<file path="config.mk">
export PLATFORM = sky130hd
export DESIGN_NAME = andar_fusao
export DESIGN_NICKNAME = d
export VERILOG_FILES = /design/src/rtl/smartcargo_pkg.sv /design/src/rtl/andar_fusao_debounce_sensores.sv /design/src/rtl/andar_fusao.sv
export SDC_FILE = /design/constraint.sdc
export NUM_CORES = 1
export LEC_CHECK = 0
export BUFFER_PORTS_ARGS = -buffer_cell sky130_fd_sc_hd__buf_2
export CORE_ASPECT_RATIO = 0.75
export CORE_UTILIZATION = 35
export DETAILED_ROUTE_END_ITERATION = 12
export GPL_ROUTABILITY_DRIVEN = 0
export HOLD_SLACK_MARGIN = 0.12
export RECOVER_POWER = 25
export SYNTH_ARGS = -nofsm -noshare
export SYNTH_HDL_FRONTEND = slang
export SYNTH_SLANG_ARGS = --single-unit
</file>
<file path="constraint.sdc">
create_clock -name clock -period 4.65 [get_ports clock]
set_clock_uncertainty 0.05 [all_clocks]
set_input_delay 0.93 -clock clock [delete_from_list [all_inputs] [get_ports clock]]
set_output_delay 0.93 -clock clock [all_outputs]
set_load 0.005 [all_outputs]
</file>
<file path="src/rtl/smartcargo_pkg.sv">
// Shared types and constants for the SmartCargo floor-position logic.
package smartcargo_pkg;

   // States of the ultrasonic measurement sequencer
   typedef enum logic [1:0] {
      OCIOSO   = 2'd0,
      ESPERA   = 2'd1,
      MEDE     = 2'd2,
      CONVERTE = 2'd3
   } estado_us_t;

   // Source tag published alongside the floor value
   localparam logic FONTE_SENSOR = 1'b0;
   localparam logic FONTE_US     = 1'b1;

endpackage

</file>
<file path="src/rtl/andar_fusao_debounce_sensores.sv">
// Synchronises the asynchronous floor-limit sensors and accepts a pattern
// only after it has stayed unchanged for CICLOS consecutive cycles.
module debounce_sensores #(
   parameter int LARGURA = 4,
   parameter int CICLOS  = 50000
) (
   input  logic               clock,
   input  logic               reset,
   input  logic [LARGURA-1:0] sensores,
   output logic [LARGURA-1:0] padrao,
   output logic               aceito
);

   localparam int W_CNT = $clog2(CICLOS) + 1;
   localparam logic [W_CNT-1:0] LIMITE = W_CNT'(CICLOS - 1);

   logic [LARGURA-1:0] sinc1;
   logic [LARGURA-1:0] sinc2;
   logic [LARGURA-1:0] referencia;
   logic [W_CNT-1:0]   cnt_estavel;

   // Two-flop synchroniser followed by a stability counter that restarts on any pattern change
   always_ff @(posedge clock or posedge reset) begin
      if (reset) begin
         sinc1       <= '1;
         sinc2       <= '1;
         referencia  <= '1;
         cnt_estavel <= '0;
      end else begin
         sinc1      <= sensores;
         sinc2      <= sinc1;
         referencia <= sinc2;
         if (sinc2 != referencia) begin
            cnt_estavel <= '0;
         end else if (cnt_estavel != LIMITE) begin
            cnt_estavel <= cnt_estavel + W_CNT'(1);
         end
      end
   end

   // The strobe stays high every cycle while the pattern remains stable
   assign aceito = (sinc2 == referencia) && (cnt_estavel == LIMITE);
   assign padrao = referencia;

endmodule

</file>
<file path="src/rtl/andar_fusao.sv">
// Floor-position detector: fuses debounced limit sensors with periodic
// ultrasonic distance readings and publishes a held floor value.
module andar_fusao
   import smartcargo_pkg::*;
#(
   parameter int N_ANDARES       = 4,
   parameter int W_ANDAR         = $clog2(N_ANDARES),
   parameter int DEBOUNCE_CICLOS = 50000,
   parameter int PERIODO_MEDIDA  = 5000000,
   parameter int TIMEOUT_CICLOS  = 2500000,
   parameter int ALTURA_CM       = 10
) (
   input  logic                 clock,
   input  logic                 reset,
   input  logic [N_ANDARES-1:0] sensores,
   input  logic [11:0]          distancia_cm,
   input  logic                 distancia_valida,
   output logic                 medir,
   output logic [W_ANDAR-1:0]   andar,
   output logic                 andar_valido,
   output logic                 fonte,
   output logic                 mudou,
   output logic                 erro_sensor,
   output logic                 erro_us
);

   localparam int W_CONT = $clog2(N_ANDARES + 1);
   localparam int W_PER  = $clog2(PERIODO_MEDIDA + 1);
   localparam int W_TO   = $clog2(TIMEOUT_CICLOS + 1);
   localparam int W_Q    = W_ANDAR + 1;

   localparam logic [12:0]      ALTURA = 13'(ALTURA_CM);
   localparam logic [12:0]      MEIA   = 13'(ALTURA_CM / 2);
   localparam logic [W_Q-1:0]   Q_MAX  = W_Q'(N_ANDARES - 1);

   logic [N_ANDARES-1:0] padrao;
   logic                 aceito;

   logic [W_CONT-1:0]    n_baixos;
   logic [W_ANDAR-1:0]   idx_baixo;
   logic                 sensor_unico;
   logic                 sensor_multiplo;
   logic                 sensor_livre;
   logic                 forca_ocioso;
   logic                 us_habilitado;

   estado_us_t           estado;
   estado_us_t           estado_prox;
   logic                 pulso_medir;
   logic                 ev_timeout;
   logic                 ev_conv_ok;
   logic                 ev_conv_fora;

   logic [W_PER-1:0]     cnt_periodo;
   logic [W_TO-1:0]      cnt_timeout;
   logic [12:0]          acumulador;
   logic [W_Q-1:0]       quociente;

   debounce_sensores #(
      .LARGURA (N_ANDARES),
      .CICLOS  (DEBOUNCE_CICLOS)
   ) u_debounce (
      .clock    (clock),
      .reset    (reset),
      .sensores (sensores),
      .padrao   (padrao),
      .aceito   (aceito)
   );

   // Count the active (low) sensors and remember which one is low
   always_comb begin
      n_baixos  = '0;
      idx_baixo = '0;
      for (int k = 0; k < N_ANDARES; k++) begin
         if (!padrao[k]) begin
            n_baixos  = n_baixos + W_CONT'(1);
            idx_baixo = W_ANDAR'(k);
         end
      end
   end

   assign sensor_unico    = aceito && (n_baixos == W_CONT'(1));
   assign sensor_multiplo = aceito && (n_baixos >  W_CONT'(1));
   assign sensor_livre    = aceito && (n_baixos == '0);
   assign forca_ocioso    = sensor_unico || sensor_multiplo;

   // Next-state logic of the ultrasonic sequencer; any sensor hit sends it back to idle
   always_comb begin
      estado_prox  = estado;
      pulso_medir  = 1'b0;
      ev_timeout   = 1'b0;
      ev_conv_ok   = 1'b0;
      ev_conv_fora = 1'b0;
      if (forca_ocioso) begin
         estado_prox = OCIOSO;
      end else begin
         case (estado)
            OCIOSO: begin
               if (us_habilitado) estado_prox = ESPERA;
            end
            ESPERA: begin
               if (cnt_periodo <= W_PER'(1)) begin
                  estado_prox = MEDE;
                  pulso_medir = 1'b1;
               end
            end
            MEDE: begin
               if (distancia_valida) begin
                  estado_prox = CONVERTE;
               end else if (cnt_timeout <= W_TO'(1)) begin
                  estado_prox = ESPERA;
                  ev_timeout  = 1'b1;
               end
            end
            CONVERTE: begin
               if (acumulador < ALTURA) begin
                  estado_prox = ESPERA;
                  ev_conv_ok  = 1'b1;
               end else if (quociente == Q_MAX) begin
                  estado_prox  = ESPERA;
                  ev_conv_fora = 1'b1;
               end
            end
            default: estado_prox = OCIOSO;
         endcase
      end
   end

   // Sequencer state register
   always_ff @(posedge clock or posedge reset) begin
      if (reset) begin
         estado <= OCIOSO;
      end else begin
         estado <= estado_prox;
      end
   end

   // Period and timeout counters, plus the repeated-subtraction divider
   always_ff @(posedge clock or posedge reset) begin
      if (reset) begin
         us_habilitado <= 1'b0;
         cnt_periodo   <= '0;
         cnt_timeout   <= '0;
         acumulador    <= '0;
         quociente     <= '0;
      end else begin
         if (forca_ocioso) begin
            us_habilitado <= 1'b0;
         end else if (sensor_livre) begin
            us_habilitado <= 1'b1;
         end

         if (estado_prox == ESPERA && estado != ESPERA) begin
            cnt_periodo <= W_PER'(PERIODO_MEDIDA);
         end else if (estado == ESPERA && cnt_periodo != '0) begin
            cnt_periodo <= cnt_periodo - W_PER'(1);
         end

         if (pulso_medir) begin
            cnt_timeout <= W_TO'(TIMEOUT_CICLOS);
         end else if (estado == MEDE && cnt_timeout != '0) begin
            cnt_timeout <= cnt_timeout - W_TO'(1);
         end

         if (estado == MEDE && estado_prox == CONVERTE) begin
            acumulador <= {1'b0, distancia_cm} + MEIA;
            quociente  <= '0;
         end else if (estado == CONVERTE && estado_prox == CONVERTE) begin
            acumulador <= acumulador - ALTURA;
            quociente  <= quociente + W_Q'(1);
         end
      end
   end

   // Published floor value and flags; sensor acceptance overrides any ultrasonic result
   always_ff @(posedge clock or posedge reset) begin
      if (reset) begin
         andar        <= '0;
         andar_valido <= 1'b0;
         fonte        <= FONTE_SENSOR;
         mudou        <= 1'b0;
         medir        <= 1'b0;
         erro_sensor  <= 1'b0;
         erro_us      <= 1'b0;
      end else begin
         mudou <= 1'b0;
         medir <= pulso_medir;
         if (sensor_unico) begin
            andar        <= idx_baixo;
            fonte        <= FONTE_SENSOR;
            andar_valido <= 1'b1;
            erro_sensor  <= 1'b0;
            erro_us      <= 1'b0;
            mudou        <= !andar_valido || (idx_baixo != andar);
         end else if (sensor_multiplo) begin
            erro_sensor <= 1'b1;
         end else begin
            if (sensor_livre) erro_sensor <= 1'b0;
            if (ev_conv_ok) begin
               andar        <= quociente[W_ANDAR-1:0];
               fonte        <= FONTE_US;
               andar_valido <= 1'b1;
               erro_us      <= 1'b0;
               mudou        <= !andar_valido || (quociente[W_ANDAR-1:0] != andar);
            end else if (ev_timeout || ev_conv_fora) begin
               erro_us <= 1'b1;
            end
         end
      end
   end

endmodule

</file>
# [After elaboration in Yosys (flattened, before gate mapping)]
# Index checks and enable logic that the tools add are counted.
[classes] muxes=58 reduce_logical=28 eq_ne=15 bitwise=0 mul=0 shift=0 magnitude_cmp=4 n_addsub=9 div_mod_pow=0
[op_table] operator="$mux W23" count=2
[op_table] operator="$mux W22" count=2
[op_table] operator="$mux W17" count=2
[op_table] operator="$mux W1" count=32
[op_table] operator="$mux W13" count=2
[op_table] operator="$mux W2" count=12
[op_table] operator="$le A23 B1 Y1 const B" count=1
[op_table] operator="$reduce_bool A23 Y1" count=1
[op_table] operator="$sub A23 B1 Y23 const B" count=1
[op_table] operator="$le A22 B1 Y1 const B" count=1
[op_table] operator="$reduce_bool A22 Y1" count=1
[op_table] operator="$sub A22 B1 Y22 const B" count=1
[op_table] operator="$add A17 B1 Y17 const B" count=1
[op_table] operator="$eq A17 B16 Y1 const B" count=1
[op_table] operator="$ne A17 B16 Y1 const B" count=1
[op_table] operator="$mux W3" count=5
[op_table] operator="$add A12 B3 Y13 const B" count=1
[op_table] operator="$lt A13 B4 Y1 const B" count=1
[op_table] operator="$sub A13 B4 Y13 const B" count=1
[op_table] operator="$add A3 B1 Y3 const B" count=4
[op_table] operator="$reduce_bool A2 Y1" count=6
[op_table] operator="$logic_and A1 B1 Y1" count=9
[op_table] operator="$pmux W2 S4" count=1
[op_table] operator="$eq A2 B2 Y1 const B" count=3
[op_table] operator="other kinds (15)" count=22
[totals] in_bits=19 reg_bits=101 rom_bits=0 out_inout_bits=8 word_cells=131 mem_bits_rw=0 n_memories=0 latchBits=0

# [Longest topological paths before layout]
[logic_depth] ltp_word=16 mapped_depth=12 mapped_depth_nobuf=11

# [Modules after synthesis]
# Synthesis repeated with hierarchy kept, for this count alone.
[hier_totals] hier_cells=569 area_unflattened_um2=5431.5
[by_module_without_submodules] module="andar_fusao" seq_area_each_um2=1776.7 n_inst=1 area_each_um2=4194.0 cells_each=458
[by_module_without_submodules] module="debounce_sensores" seq_area_each_um2=740.7 n_inst=1 area_each_um2=1237.4 cells_each=111

# [Least setup slack after synthesis]
# OpenSTA, ideal clock, no wires.
[synth_path] kind="register to register" start="register u_debounce.referencia[1] (netlist: u_debounce.padrao[1])" end="register acumulador[3]" slack_ns=1.003 synth_period_minus_slack_ns=3.647 required_ns=4.471 path_stages_with_launch=11 n_path_buf=1 setup_ns=0.129 arrival_time_ns=3.469 path_cell_list="dfstp_2 inv_1 ha_1 xnor2_1 ha_1 or4b_2 a31oi_1 nor2_1 or3_4 buf_6 a2111o_1"
[synth_between] elab_chain_cells=12 word_cells_on_any_way=18 classes_between="add/sub: 2; order compare: 1; eq/ne: 3; mux: 5; reduce/logical: 7"
[synth_rtl] item="from (decl)" line="andar_fusao_debounce_sensores.sv:19" rtl="logic [LARGURA-1:0] referencia;"
[synth_rtl] item="from (signal assigned)" line="andar_fusao_debounce_sensores.sv:32" rtl="referencia <= sinc2;"
[synth_rtl] item="$mux W3" line="andar_fusao.sv:75" rtl="if (!padrao[k]) begin"
[synth_rtl] item="$add A3 B1 Y3" line="andar_fusao.sv:76" rtl="n_baixos = n_baixos + W_CONT'(1);"
[synth_rtl] item="$mux W3" line="andar_fusao.sv:75"
[synth_rtl] item="$add A3 B1 Y3" line="andar_fusao.sv:76"
[synth_rtl] item="$mux W3" line="andar_fusao.sv:75"
[synth_rtl] item="$gt A3 B1 Y1 / $eq A3 B1 Y1 (equally long branches)" line="andar_fusao.sv:83, andar_fusao.sv:82"
[synth_rtl] item="$logic_and A1 B1 Y1 (on tied branches)" line="andar_fusao.sv:83, andar_fusao.sv:82"
[synth_rtl] item="$logic_or A1 B1 Y1 *" line="andar_fusao.sv:85" rtl="assign forca_ocioso = sensor_unico || sensor_multiplo;"
[synth_rtl] item="$mux W2 *" line="andar_fusao.sv:94" rtl="if (forca_ocioso) begin"
[synth_rtl] item="$eq A2 B2 Y1 *" line="andar_fusao.sv:165, andar_fusao.sv:168"
[synth_rtl] item="$logic_and A1 B1 Y1 (on tied branches)" line="andar_fusao.sv:165, andar_fusao.sv:168"
[synth_rtl] item="$mux W13 / $reduce_bool A2 Y1 (equally long branches)"
[synth_rtl] item="to (signal assigned)" line="andar_fusao.sv:166" rtl="acumulador <= {1'b0, distancia_cm} + MEIA;"
[synth_rtl] item="to (signal assigned)" line="andar_fusao.sv:169" rtl="acumulador <= acumulador - ALTURA;"
[synth_rtl] item="to (decl)" line="andar_fusao.sv:56" rtl="logic [12:0] acumulador;"
# Mark *: on every way between the ends. The rest lies on a longest branch, timed or not.
# A chain may end at the register's enable or synchronous reset.

# [Worst setup path in the final report]
[layout_path] start="register u_debounce.referencia[1] (netlist: u_debounce.padrao[1])" end="register acumulador[9]"
# Same word-level chain as after synthesis.

==> flow_metrics.py <==
metrics = {
    "status": {
        "status": "complete, but fails checks",
        "violations": "capacitance limit, slew limit",
    },
    "finish": {
        "areaGrowthSynthToFinish_pct": 11.6,
        "diodes": 0,
        "finish.utilization_pct": 40.8,
        "nets": 649,
        "drive_gt1_share_pct": 12.7,
        "final_area_um2": 6350,
    },
    "sta": {
        "hold_violations": 0,
        "slew_headroom_pct": -94.5,
        "setup_slack_ps": 730,
        "setup_viol": 0,
        "period_share_pct": 84.3,
        "finalSetupTns_ps": 0,
        "rsz0062_at_grt": "false",
        "tightest_slew_ps": 2910,
        "slew_viol_final": 79,
        "period_needed_ps": 3920,
        "clock.fmax_mhz": 255,
    },
    "logic_synthesis": {
        "synth-xor-area-share_pct": 10.2,
        "ys_seq_area_share_pct": 44.2,
        "synth_fa_ha_area_share_pct": 2.86,
        "synth.ff_latch_count": 100,
        "syn_area_um2": 5690,
        "synthCells": 595,
        "ys_async_sr_fraction_pct": 100,
        "syn_area_per_cell_um2": 9.56,
        "ys_warn_count": 0,
        "synth_cell_types": 64,
        "syn_nets": 627,
        "synth-compound-area-share_pct": 11.0,
        "ys.flop_type": "dfrtp_1",
        "synth_top_family_by_area": "simple AND/OR/NAND/NOR gates",
        "synth_simple_gate_area_share_pct": 27.3,
        "synth_edf_count": 0,
        "synthMuxAreaShare_pct": 1.45,
    },
    "routing": {
        "vias": 4444,
        "finalWirelength_um": 12500,
        "drc": 0,
        "wire_per_inst_um": 15.1,
        "drt_iter0_drc": 316,
        "ant_nets": 0,
        "firstDrtPassIters": 5,
        "avgViaCountPerCell": 5.37,
    },
    "placed_design": {
        "placed_cell_area_um2": 6060,
        "io_buffer_count": 26,
        "dp_hpwl_um": 8630,
        "pre_cts_ws_ps": 760,
    },
    "clocking": {
        "cts_tree": "built",
        "cts_sinks": 100,
        "root_buffer": "clkbuf_16",
        "cts-resized-gates": 0,
        "cts_htree_levels": 3,
        "clock_latency_ps": 350,
        "hold_buffers": 0,
        "postCtsSetupRepairBufs": 0,
        "numCtsBuffers": 9,
        "cts_buffer_depth": 2,
        "clk_pin_slew_ps": 80,
    },
    "setup_path": {
        "crit_type": "flip-flop to flip-flop",
        "worst_ep_required_time_ps": 4840,
        "cp-end-kind": "flip-flop",
        "path_cells": "inv_1 > ha_1 > xnor2_1 > ha_1 > or4b_2 > a31oi_1 > nor2_1 > or3_4 > a2111o_1",
        "max_stage_delay_ps": 650,
        "crit_arrival_ps": 4110,
        "critPathLaunchType": "flip-flop",
        "critPathMaxFanout": 13,
        "crit_top_cell": "ha_1",
        "crit_slowest_cell": "or4b_2",
    },
    "grt": {
        "grt_start_max_net_pins": 79,
        "antenna_found_initial": 0,
        "grt_pass1_wl_um": 21800,
        "grt-ovfl-total": 0,
        "grt.total_usage_pct": 16.1,
        "grt_pass1_vias": 4431,
    },
    "power": {
        "cellLeakagePower_nw": 2.58,
        "ir_drop_uv": 195,
        "comb_power_share_pct": 4.7,
        "p_sw_mw": 0.424,
        "seqPwrFrac_pct": 51.2,
        "p_clk_share_pct": 44.0,
        "powerDensity_nw_per_um2": 272,
        "switching_share_pct": 24.6,
        "p_int_mw": 1.30,
    },
    "floorplanning": {
        "start_util_pct": 36.5,
        "core_region_area_um2": 15600,
        "fp-row-count": 39,
        "ioPinCount": 27,
        "die_y_um": 112,
        "fp.dieW_um": 149,
        "die-area_um2": 16800,
    },
    "worst_hold_path": {
        "hold_path.class": "flip-flop to flip-flop",
    },
    "flow_run": {
        "drv_cap": 1,
    },
}
==> cell families after synthesis <==
family,after synthesis
adders and majority gates,13
xor gates and xnor gates,66
muxes,8
DFF,100
AOI/OAI and AO/OA,84
buffers and inverters,42
and+or+nand+nor,282
==> power by group through the flow <==
stage	registers [mW]	clock network (mW)	logic, mW
final	0.884	0.760	0.0814
after global routing	0.886	0.820	0.0925
after CTS	0.885	0.783	0.0836
after detailed placement	0.902	0	0.0823
after global placement	0.902	0	0.0804
after floorplan	0.899	0	0.0562
==> placed cells by master, fill, tap and decap left out, types with 8 or more instances in the layout <==
master and instances:
nand3_1 14, or4_1 15, nor3_1 20, inv_1 18, buf_4 8, or3_1 14, o21ai_0 17, dfrtp_1 88
xnor2_1 35, nand2b_1 8, buf_2 26, ha_1 13, nand2_1 49, nor4_1 22, a21oi_1 8, o31ai_1 8
nor2_1 71, and3_1 8, clkbuf_16 9, xor2_1 31, nand4_1 8
==> path summary, 6_finish.rpt <==
path	start	end	slack [ps]	cells past startpoint
max in group asynchronous	reset	acumulador[5]	1320	2
min reg2reg	u_debounce.sinc1[0]	u_debounce.sinc2[0]	310	0
max	u_debounce.padrao[1]	acumulador[9]	730	9
min	u_debounce.sinc1[0]	u_debounce.sinc2[0]	310	0
max reg2reg	u_debounce.padrao[1]	acumulador[9]	730	9
min in group asynchronous	reset	u_debounce.cnt_estavel[0]	1560	2
==> worst max-delay path, delay by kind of cell, from the launching register on <==
kind | cells | cell delay, ps
AND/OR/NAND/NOR | 3 | 1340
AO/OA/AOI/OAI | 2 | 830
adder cells (fa/ha/maj) | 2 | 610
flip-flops | 1 | 570
XOR/XNOR | 1 | 330
buffers and inverters | 1 | 60
==> flip-flops by register name (all words and copies together) (netlist names), 2 cells and up <==
signal and cells:
estado 2, acumulador 12, u_debounce.cnt_estavel 17, quociente 3
u_debounce.padrao 4, andar 2, u_debounce.sinc2 4, u_debounce.sinc1 4
cnt_timeout 22, cnt_periodo 23
==> cell type report <==
type                            instances  area (µm²)
Clock buffer                           10         239
Clock inverter                          6        60.1
Fill cell                            1506        9220
Inverter                               18        67.6
Multi-Input combinational cell        453        3010
Sequential cell                       100        2520
Tap cell                              205         256
Timing Repair Buffer                   35         194
==> metal layers <==
layer | track usage, % | vias to the layer above | share of wire [%]
li1 | - | 2196 | -
met1 | 22.8 | 2144 | 50
met2 | 24.3 | 91 | 44
met3 | 4.39 | 13 | 5.0
met4 | 3.88 | 0 | 1.0
met5 | 0 | - | 0
==> through the flow <==
step           total power [mW]  hold WS, ps  instances
6_report                   1.73          314        827
2_1_floorplan             0.955          295        595
3_5_place_dp              0.985          298        811
3_3_place_gp              0.982          298        811
4_1_cts                    1.75          311        827
5_1_grt                    1.80          318        827
==> synth_stat cells (all sizes together), types with 7 or more instances <==
| cell | n | area, µm² |
|---|---|---|
| xnor2 | 35 | 307 |
| nand3b | 7 | 52.6 |
| nor2 | 71 | 267 |
| nor2b | 7 | 43.8 |
| o21ai | 17 | 85.1 |
| nor4 | 24 | 163 |
| or4 | 15 | 113 |
| nand2 | 50 | 190 |
| dfstp | 12 | 315 |
| nand2b | 8 | 50.1 |
| nor3 | 24 | 143 |
| clkbuf | 20 | 75.1 |
| nand4 | 8 | 50.1 |
| o31ai | 8 | 60.1 |
| and3 | 8 | 50.1 |
| a21oi | 9 | 48.8 |
| inv | 18 | 67.6 |
| xor2 | 31 | 272 |
| dfrtp | 88 | 2200 |
| or3 | 16 | 110 |
| nand3 | 14 | 70.1 |
| a31oi | 7 | 43.8 |
| ha | 13 | 163 |
Note: power is estimated with default switching activity, not from simulation.
